$ cat config.mk
export PLATFORM = sky130hd
export DESIGN_NAME = pong_graphics_anim_flat
export DESIGN_NICKNAME = d
export VERILOG_FILES = /design/src/rtl/pong_pkg.sv /design/src/rtl/pong_graphics_anim_if.sv /design/src/rtl/pong_frame_tick.sv /design/src/rtl/pong_graphics_anim.sv /design/src/flat_wrapper.sv
export SDC_FILE = /design/constraint.sdc
export NUM_CORES = 1
export LEC_CHECK = 0
export ABC_AREA = 1
export CORE_ASPECT_RATIO = 1.5
export CORE_MARGIN = 2
export CORE_UTILIZATION = 45
export CTS_CLUSTER_SIZE = 12
export DETAILED_ROUTE_END_ITERATION = 10
export DONT_BUFFER_PORTS = 1
export HOLD_SLACK_MARGIN = 0.03
export PLACE_DENSITY = 0.59
export SLEW_MARGIN = 20
export SYNTH_ARGS = -nofsm -noshare
export SYNTH_HDL_FRONTEND = slang
export SYNTH_SLANG_ARGS = --single-unit
$ cat constraint.sdc
create_clock -name clk -period 5.4 [get_ports clk]
set_input_delay 0.81 -clock clk [delete_from_list [all_inputs] [get_ports clk]]
set_output_delay 0.81 -clock clk [all_outputs]
set_load 0.01 [all_outputs]
$ cat src/rtl/pong_pkg.sv
// pong_pkg: FSM state encoding, default screen size and default colours shared by the pong blocks
package pong_pkg;
   typedef enum logic [1:0] {S_IDLE, S_PLAY, S_MISS} state_t;
   localparam logic [9:0] H_RES_DEF = 10'd640;
   localparam logic [9:0] V_RES_DEF = 10'd480;
   localparam logic [11:0] WALL_RGB_DEF = 12'hABC;
   localparam logic [11:0] BAR_RGB_DEF = 12'h0F8;
   localparam logic [11:0] BALL_RGB_DEF = 12'h789;
   localparam logic [11:0] BG_RGB_DEF = 12'h6A5;
endpackage

$ cat src/rtl/pong_graphics_anim_if.sv
// pong_graphics_anim_if: pixel stream, buttons in; colour, hit/miss events and miss count out
interface pong_graphics_anim_if;
   logic video_on;
   logic [9:0] pixel_x;
   logic [9:0] pixel_y;
   logic btn_up;
   logic btn_dn;
   logic btn_serve;
   logic [11:0] rgb_pic;
   logic hit;
   logic miss;
   logic [3:0] miss_cnt;
   modport master (output video_on, pixel_x, pixel_y, btn_up, btn_dn, btn_serve,
                   input rgb_pic, hit, miss, miss_cnt);
   modport slave (input video_on, pixel_x, pixel_y, btn_up, btn_dn, btn_serve,
                  output rgb_pic, hit, miss, miss_cnt);
endinterface

$ cat src/rtl/pong_frame_tick.sv
// pong_frame_tick: clk/reset_n/pixel_x/pixel_y in, refr_tick out; one-clk pulse when the scan enters row V_RES+1, column 0
module pong_frame_tick import pong_pkg::*; #(
   parameter logic [9:0] V_RES = V_RES_DEF
) (
   input  logic       clk,
   input  logic       reset_n,
   input  logic [9:0] pixel_x,
   input  logic [9:0] pixel_y,
   output logic       refr_tick
);
   logic ref_now, ref_dly_d, ref_dly_q;
   always_comb begin
      ref_now = (pixel_y == V_RES + 10'd1) && (pixel_x == 10'd0);
      ref_dly_d = ref_now;
      refr_tick = ref_now & ~ref_dly_q;
   end
   always_ff @(posedge clk or negedge reset_n)
      if (!reset_n) ref_dly_q <= 1'b0;
      else ref_dly_q <= ref_dly_d;
endmodule

$ cat src/rtl/pong_graphics_anim.sv
// pong_graphics_anim: clk/reset_n plus bus (pixel, buttons in; rgb_pic, hit, miss, miss_cnt out); animated wall/paddle/ball with serve/play/miss FSM
module pong_graphics_anim import pong_pkg::*; #(
   parameter logic [9:0]  H_RES       = H_RES_DEF,
   parameter logic [9:0]  V_RES       = V_RES_DEF,
   parameter logic [9:0]  WALL_X_L    = 10'd32,
   parameter logic [9:0]  WALL_X_R    = 10'd35,
   parameter logic [9:0]  BAR_X_L     = 10'd600,
   parameter logic [9:0]  BAR_X_R     = 10'd603,
   parameter logic [9:0]  BAR_H       = 10'd72,
   parameter logic [9:0]  BAR_V       = 10'd4,
   parameter logic [9:0]  BALL_SIZE   = 10'd8,
   parameter logic [9:0]  BALL_V      = 10'd2,
   parameter logic [9:0]  MISS_FRAMES = 10'd60,
   parameter logic [11:0] WALL_RGB    = WALL_RGB_DEF,
   parameter logic [11:0] BAR_RGB     = BAR_RGB_DEF,
   parameter logic [11:0] BALL_RGB    = BALL_RGB_DEF,
   parameter logic [11:0] BG_RGB      = BG_RGB_DEF
) (
   input logic clk,
   input logic reset_n,
   pong_graphics_anim_if.slave bus
);
   localparam logic [9:0] BAR_Y0 = (V_RES - BAR_H) >> 1;
   localparam logic [9:0] BALL_X0 = (H_RES - BALL_SIZE) >> 1;
   localparam logic [9:0] BALL_Y0 = (V_RES - BALL_SIZE) >> 1;
   state_t state_d, state_q;
   logic [9:0] bar_y_d, bar_y_q, ball_x_d, ball_x_q, ball_y_d, ball_y_q, cnt_d, cnt_q;
   logic dir_x_d, dir_x_q, dir_y_d, dir_y_q, hit_d, hit_q, miss_d, miss_q;
   logic [3:0] miss_cnt_d, miss_cnt_q;
   logic [11:0] rgb_d, rgb_q;
   logic [9:0] x_r, y_b, bar_b;
   logic tick, up_ok, dn_ok, hit_now, dx, dy, in_wall, in_bar, in_ball;
   pong_frame_tick #(.V_RES(V_RES)) u_tick (
      .clk(clk), .reset_n(reset_n), .pixel_x(bus.pixel_x), .pixel_y(bus.pixel_y), .refr_tick(tick)
   );
   always_comb begin
      x_r = ball_x_q + BALL_SIZE - 10'd1;
      y_b = ball_y_q + BALL_SIZE - 10'd1;
      bar_b = bar_y_q + BAR_H - 10'd1;
      up_ok = bus.btn_up & ~bus.btn_dn & (bar_y_q >= BAR_V);
      dn_ok = bus.btn_dn & ~bus.btn_up & (bar_b + BAR_V <= V_RES - 10'd1);
      bar_y_d = ~tick ? bar_y_q : up_ok ? bar_y_q - BAR_V : dn_ok ? bar_y_q + BAR_V : bar_y_q;
      hit_now = (x_r >= BAR_X_L) && (x_r <= BAR_X_R) && (y_b >= bar_y_q) && (ball_y_q <= bar_b);
      dx = hit_now ? 1'b0 : (ball_x_q <= WALL_X_R + BALL_V) ? 1'b1 : dir_x_q;
      dy = (ball_y_q <= BALL_V) ? 1'b1 : (y_b >= V_RES - 10'd1 - BALL_V) ? 1'b0 : dir_y_q;
      state_d = state_q;
      ball_x_d = ball_x_q;
      ball_y_d = ball_y_q;
      dir_x_d = dir_x_q;
      dir_y_d = dir_y_q;
      cnt_d = cnt_q;
      hit_d = 1'b0;
      miss_d = 1'b0;
      miss_cnt_d = miss_cnt_q;
      case (state_q)
         S_IDLE: if (bus.btn_serve) begin
            state_d = S_PLAY;
            dir_x_d = 1'b1;
            dir_y_d = 1'b1;
         end
         S_PLAY: if (tick) begin
            if (x_r > BAR_X_R) begin
               state_d = S_MISS;
               miss_d = 1'b1;
               miss_cnt_d = (miss_cnt_q == 4'hF) ? miss_cnt_q : miss_cnt_q + 4'd1;
            end else begin
               hit_d = hit_now;
               dir_x_d = dx;
               dir_y_d = dy;
               ball_x_d = dx ? ball_x_q + BALL_V : ball_x_q - BALL_V;
               ball_y_d = dy ? ball_y_q + BALL_V : ball_y_q - BALL_V;
            end
         end
         S_MISS: if (tick) begin
            cnt_d = (cnt_q == MISS_FRAMES - 10'd1) ? 10'd0 : cnt_q + 10'd1;
            if (cnt_q == MISS_FRAMES - 10'd1) begin
               state_d = S_IDLE;
               ball_x_d = BALL_X0;
               ball_y_d = BALL_Y0;
            end
         end
         default: state_d = S_IDLE;
      endcase
      in_wall = (bus.pixel_x >= WALL_X_L) && (bus.pixel_x <= WALL_X_R);
      in_bar = (bus.pixel_x >= BAR_X_L) && (bus.pixel_x <= BAR_X_R) && (bus.pixel_y >= bar_y_q) && (bus.pixel_y <= bar_b);
      in_ball = (state_q != S_MISS) && (bus.pixel_x >= ball_x_q) && (bus.pixel_x <= x_r) &&
                (bus.pixel_y >= ball_y_q) && (bus.pixel_y <= y_b);
      rgb_d = ~bus.video_on ? 12'h000 : in_wall ? WALL_RGB : in_bar ? BAR_RGB : in_ball ? BALL_RGB : BG_RGB;
   end
   always_ff @(posedge clk or negedge reset_n)
      if (!reset_n) begin
         state_q <= S_IDLE;
         bar_y_q <= BAR_Y0;
         ball_x_q <= BALL_X0;
         ball_y_q <= BALL_Y0;
         dir_x_q <= 1'b1;
         dir_y_q <= 1'b1;
         cnt_q <= 10'd0;
         hit_q <= 1'b0;
         miss_q <= 1'b0;
         miss_cnt_q <= 4'd0;
         rgb_q <= 12'h000;
      end else begin
         state_q <= state_d;
         bar_y_q <= bar_y_d;
         ball_x_q <= ball_x_d;
         ball_y_q <= ball_y_d;
         dir_x_q <= dir_x_d;
         dir_y_q <= dir_y_d;
         cnt_q <= cnt_d;
         hit_q <= hit_d;
         miss_q <= miss_d;
         miss_cnt_q <= miss_cnt_d;
         rgb_q <= rgb_d;
      end
   assign bus.rgb_pic = rgb_q;
   assign bus.hit = hit_q;
   assign bus.miss = miss_q;
   assign bus.miss_cnt = miss_cnt_q;
endmodule

$ cat src/flat_wrapper.sv
// flat-port wrapper written by rule: the top's interface ports become plain ports
module pong_graphics_anim_flat import pong_pkg::*;
#(
   parameter logic [9:0]  H_RES       = H_RES_DEF,
   parameter logic [9:0]  V_RES       = V_RES_DEF,
   parameter logic [9:0]  WALL_X_L    = 10'd32,
   parameter logic [9:0]  WALL_X_R    = 10'd35,
   parameter logic [9:0]  BAR_X_L     = 10'd600,
   parameter logic [9:0]  BAR_X_R     = 10'd603,
   parameter logic [9:0]  BAR_H       = 10'd72,
   parameter logic [9:0]  BAR_V       = 10'd4,
   parameter logic [9:0]  BALL_SIZE   = 10'd8,
   parameter logic [9:0]  BALL_V      = 10'd2,
   parameter logic [9:0]  MISS_FRAMES = 10'd60,
   parameter logic [11:0] WALL_RGB    = WALL_RGB_DEF,
   parameter logic [11:0] BAR_RGB     = BAR_RGB_DEF,
   parameter logic [11:0] BALL_RGB    = BALL_RGB_DEF,
   parameter logic [11:0] BG_RGB      = BG_RGB_DEF
)
  (clk, reset_n, bus_video_on, bus_pixel_x, bus_pixel_y, bus_btn_up, bus_btn_dn, bus_btn_serve, bus_rgb_pic, bus_hit, bus_miss, bus_miss_cnt);
  pong_graphics_anim_if bus_i ();
  input logic clk;
  input logic reset_n;
  input wire logic [$bits(bus_i.video_on)-1:0] bus_video_on;
  input wire logic [$bits(bus_i.pixel_x)-1:0] bus_pixel_x;
  input wire logic [$bits(bus_i.pixel_y)-1:0] bus_pixel_y;
  input wire logic [$bits(bus_i.btn_up)-1:0] bus_btn_up;
  input wire logic [$bits(bus_i.btn_dn)-1:0] bus_btn_dn;
  input wire logic [$bits(bus_i.btn_serve)-1:0] bus_btn_serve;
  output wire logic [$bits(bus_i.rgb_pic)-1:0] bus_rgb_pic;
  output wire logic [$bits(bus_i.hit)-1:0] bus_hit;
  output wire logic [$bits(bus_i.miss)-1:0] bus_miss;
  output wire logic [$bits(bus_i.miss_cnt)-1:0] bus_miss_cnt;
  assign bus_i.video_on = bus_video_on;
  assign bus_i.pixel_x = bus_pixel_x;
  assign bus_i.pixel_y = bus_pixel_y;
  assign bus_i.btn_up = bus_btn_up;
  assign bus_i.btn_dn = bus_btn_dn;
  assign bus_i.btn_serve = bus_btn_serve;
  assign bus_rgb_pic = bus_i.rgb_pic;
  assign bus_hit = bus_i.hit;
  assign bus_miss = bus_i.miss;
  assign bus_miss_cnt = bus_i.miss_cnt;
  pong_graphics_anim #(.H_RES(H_RES), .V_RES(V_RES), .WALL_X_L(WALL_X_L), .WALL_X_R(WALL_X_R), .BAR_X_L(BAR_X_L), .BAR_X_R(BAR_X_R), .BAR_H(BAR_H), .BAR_V(BAR_V), .BALL_SIZE(BALL_SIZE), .BALL_V(BALL_V), .MISS_FRAMES(MISS_FRAMES), .WALL_RGB(WALL_RGB), .BAR_RGB(BAR_RGB), .BALL_RGB(BALL_RGB), .BG_RGB(BG_RGB)) u_core (.clk(clk), .reset_n(reset_n), .bus(bus_i));
endmodule
# Yosys cells after proc, flatten, opt, wreduce, memory -nomap -nowiden
# Cells that the tools add are included.
totals:
  out_inout_bits: 18
  ff_bits: 63
  input_bits: 26
classes:
  add_sub_neg: 15
  eq_ne: 12
  n_lt_le_gt_ge: 20
  mux: 42
  n_reduce_logical: 23
  bitwise_logic: 9
ops:
  columns: ["cell", "count"]
  rows:
  - ["$mux 10", 13]
  - ["$ge 10x10->1", 4]
  - ["$le 10x10->1", 4]
  - ["$pmux 10 s2", 2]
  - ["$mux 12", 3]
  - ["$sub 10x1->10 const B", 3]
  - ["$add 10x2->10 const B", 2]
  - ["$add 10x3->10 const B", 2]
  - ["$add 10x4->10 const B", 2]
  - ["$ge 10x10->1 const B", 2]
  - ["$le 10x10->1 const B", 2]
  - ["$le 10x6->1 const B", 2]
  - ["$sub 10x2->10 const B", 2]
  - ["$mux 1", 15]
  - ["$logic_and 1x1->1", 12]
  - ["$add 10x1->10 const B", 1]
  - ["$add 10x7->10 const B", 1]
  - ["$eq 10x6->1 const B", 1]
  - ["$eq 10x9->1 const B", 1]
  - ["$ge 10x3->1 const B", 1]
  - ["$ge 10x6->1 const B", 1]
  - ["$ge 10x9->1 const B", 1]
  - ["$gt 10x10->1 const B", 1]
  - ["$le 10x2->1 const B", 1]
  - ["20 further kinds", 42]

# Logic depth before layout (Yosys ltp)
logic_depth:
  depth_word: 11
  depth_mapped: 24
  mapped_depth_nobuf: 24

# Modules after synthesis
# A second synthesis with hierarchy kept.
hier_totals:
  cells_unflattened: 790
  hier_area_um2: 5720.5
modules_own_cells:
  columns: ["module", "seq_area_each_um2", "instances", "area_each_um2", "cells_per_inst"]
  rows:
  - ["pong_graphics_anim", 1421.4, 1, 5586.6, 765]
  - ["pong_frame_tick", 25.0, 1, 133.9, 25]

# Worst setup path after synthesis
# Ideal clock, no wire load.
synth_timing:
  path_kind: "register to register"
  from: "register u_core.ball_y_q[2]"
  to: "register u_core.ball_x_q[9]"
  path_slack_ns: 1.789
  stages_incl_launch_ff: 24
  synth_period_minus_slack_ns: 3.611
  setup_time_ns: 0.116
  t_arrival_ns: 3.495
  n_path_buf: 0
  t_required_ns: 5.284
  cell_sequence: "dfstp_2 > inv_1 > ha_1 > nor2_1 > nand2_1 > xor2_1 > inv_1 > ha_1 > a21oi_1 > o21a_1 > nand2_1 > nand4_1 > nand2_1 > fa_1 > nand3_1 > nand3_1 > nand2_1 > nand3_1 > xor2_1 > inv_1 > nand2_1 > nand2_1 > nand2_1 > nand2_1"
synth_between:
  elab_chain_len: 10
  elab_cells_between_ends: 11
  cone_classes: "2 x add/sub; 2 x order compare; 5 x mux; 2 x reduce/logical"
synth_lines:
  columns: ["element", "line_no", "text"]
  rows:
  - ["start, declared", "pong_graphics_anim.sv:27", "logic [9:0] bar_y_d, bar_y_q, ball_x_d, ball_x_q, ball_y_d, ball_y_q, cnt_d, cnt_q;"]
  - ["start signal, assigned", "pong_graphics_anim.sv:107", "ball_y_q <= ball_y_d;"]
  - ["$add 10x4->10", "pong_graphics_anim.sv:38", "y_b = ball_y_q + BALL_SIZE - 10'd1;"]
  - ["$sub 10x1->10", "pong_graphics_anim.sv:38", null]
  - ["$ge 10x10->1", "pong_graphics_anim.sv:43", "hit_now = (x_r >= BAR_X_L) && (x_r <= BAR_X_R) && (y_b >= bar_y_q) && (ball_y_q <= bar_b);"]
  - ["$logic_and 1x1->1", "pong_graphics_anim.sv:43", null]
  - ["$logic_and 1x1->1 *", "pong_graphics_anim.sv:43", null]
  - ["$mux 1 *", "pong_graphics_anim.sv:44", "dx = hit_now ? 1'b0 : (ball_x_q <= WALL_X_R + BALL_V) ? 1'b1 : dir_x_q;"]
  - ["$mux 10 *", "pong_graphics_anim.sv:70", "ball_x_d = dx ? ball_x_q + BALL_V : ball_x_q - BALL_V;"]
  - ["$mux 10 *", "pong_graphics_anim.sv:62", "if (x_r > BAR_X_R) begin"]
  - ["$mux 10 *", "pong_graphics_anim.sv:61", "S_PLAY: if (tick) begin"]
  - ["$pmux 10 s2 *", "pong_graphics_anim.sv:55", "case (state_q)"]
  - ["end signal, assigned", "pong_graphics_anim.sv:106", "ball_x_q <= ball_x_d;"]
  - ["end, declared", "pong_graphics_anim.sv:27", null]
# Every way passes the cells marked *; elsewhere a longest branch is shown, timed or not. The select of a mux whose other input is x is not followed.
# A chain may end at the register's enable or synchronous reset.

# Worst setup path after layout
# Ends and elaborated chain as after synthesis.

==> out/results.ini <==
[outcome]
status=finished clean

[worst_setup_path]
rr_endpoint=u_core.ball_x_q[9]
crit_chain=inv_1 -> ha_1 -> nor2_1 -> nand2_1 -> xor2_1 -> inv_1 -> ha_1 -> a21oi_1 -> o21a_1 -> nand2_1 -> nand4_1 -> nand2_1 -> fa_1 -> nand3_1 -> nand3_1 -> nand2_1 -> nand3_1 -> xor2_1 -> inv_1 -> nand2_1 -> nand2_1 -> nand2_1 -> nand2_1
crit_fanout=10
start_kind=flop
rr_startpoint=u_core.ball_y_q[2]
end_kind=flop
r2r_setup_slack_ns=1.31
reg2regPathDepth=23
critPathMaxStageDelay_ns=0.58
crit_type=reg -> reg
required_ns=5.63
critical_path.slowest_cell=dfstp_2
cpMostUsedCell=nand2_1
arrival_ns=4.32

[timing]
relSlewSlack_pct=46.4
fmax_mhz=244
drv_slew=0
worstMarginPinSlew_ns=0.801
finalSetupTns_ns=0
layout_setup_ws_ns=1.31
clock_skew_ns=0.00473
rsz0062_at_grt=false
hold_viol_final=0
hold_slack_ns=0.168
fin_crit_sh_pct=75.8
final.min_clock_period_ns=4.09
finalSetupViolations=0

[logic_synthesis]
synth-main-ff-cell=dfrtp_1
syn_avg_cell_area_um2=7.11
ys_seq_elements=57
synth_cell_types=45
yosys.area_share.simple_pct=29.8
synthAdderAreaFrac_pct=19.3
synthCells=825
yosysWarningCount=0
synth_compound_area_share_pct=10.9
synth_seq_area_share_pct=24.7
synthArstFlopShare_pct=100
syn_nets=941
synth_edf_count=0
synthXorXnorAreaFrac_pct=6.70
netlist_area_um2=5860
synth_mux_area_share_pct=0
synth_top_family_by_area=simple AND/OR/NAND/NOR gates

[cts]
insertion_delay_ns=0.33
cts_hold_buf=0
htreeDepth=3
cts_buffers=9
cts_tree=yes
clock_path_buffers=2
ctsResizeCount=0
cts-root-buf=clkbuf_16
cts.sinks=57
clk_pin_slew_ns=0.06
cts_setup_buffers=0

[drt]
wirelength_um=15500
routed-via-count=5308
drtIter0Drc=196
routedWlPerCell_um=15.7
drtAntennaViolNets=0
vias_per_cell=5.37
drc=0
dr.pass1.iters=4

[layout]
nets=940
seq_area_um2=1450
multi_input_area_um2=3920
layout_common_cells=nand2_1 (214), inv_1 (105), ha_1 (89)
drive_gt1_share_pct=6.51
area_growth_pct=7.62
fill_cells=1277
final_common_cell=nand2_1
final_core_util_pct=49.2
diodes=0

[global_route]
use_met1_pct=26.0
grt_pass1_vias=5335
grt_antenna_before_repair=0
met2_usage_pct=43.1
grt-ovfl-total=0
grt-busiest-layer=met2
grt_pass1_wl_um=25800
grt_max_degree=58
track_usage_pct=23.0
met3_usage_pct=4.13

[pwr]
leakage_nw=3.22
powerDensity_nw_per_um2=178
peakVddDrop_mv=0.126

[placed_design]
hpwlAfterDp_um=12500
portBuffers=0
preCtsSetupSlack_ns=1.29
place_congestion=0.912

[floorplanning]
io-pin-count=44
die_w_um=97.2
core_um2=12800
rows=51
initial_core_util_pct=45.7
die_h_um=144
dieArea_um2=14000

[worst_hold_path]
hp-class=in -> async

[job]
maxCapViolCount=0

## Yosys cell counts, types with 2 or more instances
library cell	instances	area share, %
nand2_1	214	14
inv_1	105	6.7
ha_1	89	19
nor2_1	55	3.5
nand3_1	53	4.5
o21ai_0	45	3.8
dfrtp_1	41	17
a21oi_1	39	3.3
xor2_1	39	5.8
nor3_1	20	1.7
nand4_1	19	2.0
dfstp_2	16	7.2
nor4_1	10	1.1
o211ai_1	9	1.2
o21ai_1	8	0.68
nand2_2	7	0.75
buf_4	5	0.64
nor2_4	5	0.96
clkbuf_1	4	0.26
xnor2_1	4	0.60
clkinv_1	3	0.19
inv_2	3	0.19
o21a_1	3	0.38
a31oi_1	2	0.21
buf_6	2	0.38
nand3b_1	2	0.26
nor3_2	2	0.34
nor3b_1	2	0.26
o2111ai_1	2	0.30
o22ai_1	2	0.21
## cell type report
| type | count | share of cell area [%] |
|---|---|---|
| sequential | 57 | 22.9 |
| tap | 159 | 3.15 |
| clock buffer | 9 | 3.57 |
| multi-input combinational | 645 | 62.1 |
| inverter | 111 | 6.60 |
| clock inverter | 7 | 1.63 |
## worst max path at each step
stage                        from                  to  depth (start not counted)
2_1_floorplan  u_core.ball_y_q[2]  u_core.ball_x_q[9]                         23
3_3_place_gp   u_core.ball_y_q[2]  u_core.ball_x_q[9]                         23
3_5_place_dp   u_core.ball_y_q[2]  u_core.ball_x_q[9]                         23
4_1_cts        u_core.ball_y_q[2]  u_core.ball_x_q[9]                         23
5_1_grt        u_core.ball_y_q[2]  u_core.ball_x_q[9]                         23
6_report       u_core.ball_y_q[2]  u_core.ball_x_q[9]                         23
## routing by layer
layer  wire length [um]  up-vias  part of all wire, %
li1                   -     2728                    -
met4                430        0                  2.8
met5                  0        -                    0
met2               8180       83                   53
met3                419       26                  2.7
met1               6470     2471                   42
## worst max-delay path: cells and delay by family, from the launching register on
kind	cells	cell delay, ns
AND/OR/NAND/NOR	13	1.39
adder cells (fa/ha/maj)	3	1.11
flip-flops	1	0.58
XOR/XNOR	2	0.41
AO/OA/AOI/OAI	2	0.29
buffers and inverters	3	0.21
## power breakdown
part	switching, mW	leakage, nW	total (mW)	internal [mW]
clock network	0.223	0.157	0.632	0.408
registers	0.00271	0.665	0.433	0.431
logic	0.0331	2.40	0.0563	0.0232
total	0.259	3.22	1.12	0.862
## state kept, by name, summed over array words and instances, names as in the netlist
register                 count
u_core.bus.miss              1
u_core.bus.miss_cnt          4
u_core.u_tick.ref_dly_q      1
u_core.dir_y_q               1
u_core.bar_y_q               8
u_core.bus.rgb_pic          10
u_core.ball_x_q              9
u_core.cnt_q                10
u_core.bus.hit               1
u_core.ball_y_q              9
u_core.state_q               2
u_core.dir_x_q               1
## cell families after synthesis
logic type      after synthesis
fa+ha+maj                    90
compound gates              116
flops                        57
other cells                   1
buf+inv                     123
simple gates                394
xor+xnor                     44
## stage by stage
stage | cells | area, um2 | power (mW)
after floorplan | 825 | 5860 | 0.484
after global placement | 972 | 5980 | 0.495
after detailed placement | 972 | 5980 | 0.497
after CTS | 988 | 6310 | 1.14
after global routing | 988 | 6310 | 1.17
final | 988 | 6310 | 1.12
Power figures use the tool's default switching activity.
==> edit (config.mk and constraints unchanged) <==
Re-encode `state_t` (3 states) as one-hot, 3 bits wide.
--- a/src/rtl/pong_pkg.sv
+++ b/src/rtl/pong_pkg.sv
@@ -1,5 +1,5 @@
 // pong_pkg: FSM state encoding, default screen size and default colours shared by the pong blocks
 package pong_pkg;
-   typedef enum logic [1:0] {S_IDLE, S_PLAY, S_MISS} state_t;
+   typedef enum logic [2:0] {S_IDLE = 3'b001, S_PLAY = 3'b010, S_MISS = 3'b100} state_t;
    localparam logic [9:0] H_RES_DEF = 10'd640;
    localparam logic [9:0] V_RES_DEF = 10'd480;
Behaviour: same outputs for any inputs over 10 cycles, from zero or initial values and one cycle with reset_n low; not proved beyond that.
==> edit against the unedited design <==
  * Die area is 0.41% higher
  * Critical path depth down 5
  * Final area is 1.0% higher
  * Wire length grew 1.8%
  * Worst setup slack lost 140 ps
  * Global-route usage is 0.35 points higher
  * Synthesized area is 0.43% higher
  * Sequential cell count increased by 1
  * Critical path type unchanged
  * Highest routed layer unchanged
Power is not compared: it rests on default switching activity, and its combinational part moved more than twofold at a synthesized area within 25%.
==> edit: results (changes against the unedited design) <==
[outcome]
status=completed  ; unchanged

[grt]
grt.met3_usage=0.0367  ; was 0.0413
grt_pass1_vias=5487  ; was 5335
grt_max_degree=59  ; was 58
grt_util_met2=0.437  ; was 0.431
use_met1=0.255  ; was 0.260
grt_pass1_wl_um=26500  ; was 25800 um

[worst_setup_path]
worstPathArrival_ps=4500  ; was 4320 ps
path_max_fanout=10  ; unchanged
critPathKind=flop to flop  ; unchanged
slowest_delay_ps=570
worst-r2r-cell-count=18  ; was 23
r2r-end=u_core.ball_x_q[8]$_DFFE_PN1P_  ; was u_core.ball_x_q[9]$_DFFE_PN0P_

[placed_design]
dp_cells=989  ; was 972
place.gp.congestion=0.912  ; about the same
pre_cts_ws_ps=1240  ; was 1290 ps

[detailed_routing]
drt-wirelength-per-cell_um=15.7  ; about the same
drt_first_pass_iters=5  ; was 4
wl_um=15800  ; was 15500 um
vias=5551  ; was 5308
drt_iter0_drc=356  ; was 196

[logic_synthesis]
synthCells=837  ; was 825
synthTopCellsByArea=ha_1 18%, dfrtp_1 17%, nand2_1 14%  ; was ha_1 19%, dfrtp_1 17%, nand2_1 14%
synthTopCellsByCount=227 x nand2_1, 101 x inv_1, 86 x ha_1, 70 x nand3_1, 61 x nor2_1  ; was 214 x nand2_1, 105 x inv_1, 89 x ha_1, 55 x nor2_1, 53 x nand3_1
synth.net_count=950  ; was 941
ys_seq_area_frac=0.250  ; was 0.247

[sta]
fin_hold_ws_ps=168  ; about the same
slew_headroom=0.506  ; was 0.464
finClkSkew_ps=5.75  ; was 4.73 ps

[final_layout]
layout-drive-gt1-share=0.0686  ; was 0.0651
fillers=1332  ; was 1277

[clocking]
post_cts_buffers=0  ; unchanged

## edit: through the flow
stage	instance area, um^2	total power, mW	utilization
after CTS	6380	1.26	0.495
after floorplan	5890	0.563	-
after global routing	6380	1.29	0.495
final	6380	1.24	0.495
after detailed placement	6040	0.589	0.469
after global placement	6040	0.582	0.469
## edit: layout make-up
type,instances,share of cell area
multi-input combinational,664,0.621
sequential,58,0.231
inverter,108,0.0640
clock buffer,11,0.0365
tap,159,0.0312
clock inverter,5,0.0161
## edit: kinds of logic after synthesis
kind of cell,Yosys count,share of synthesized area
adders and majority gates,87,0.186
buffers and inverters,115,0.0773
other,1,0.000637
xor gates and xnor gates,38,0.0565
AOI/OAI and AO/OA,108,0.103
and+or+nand+nor,430,0.326
DFF,58,0.250
## edit: routing by layer
layer | wire (um) | up-vias
met5 | 0 | -
met4 | 650 | 0
met3 | 553 | 35
met2 | 8270 | 121
met1 | 6300 | 2599
li1 | - | 2796
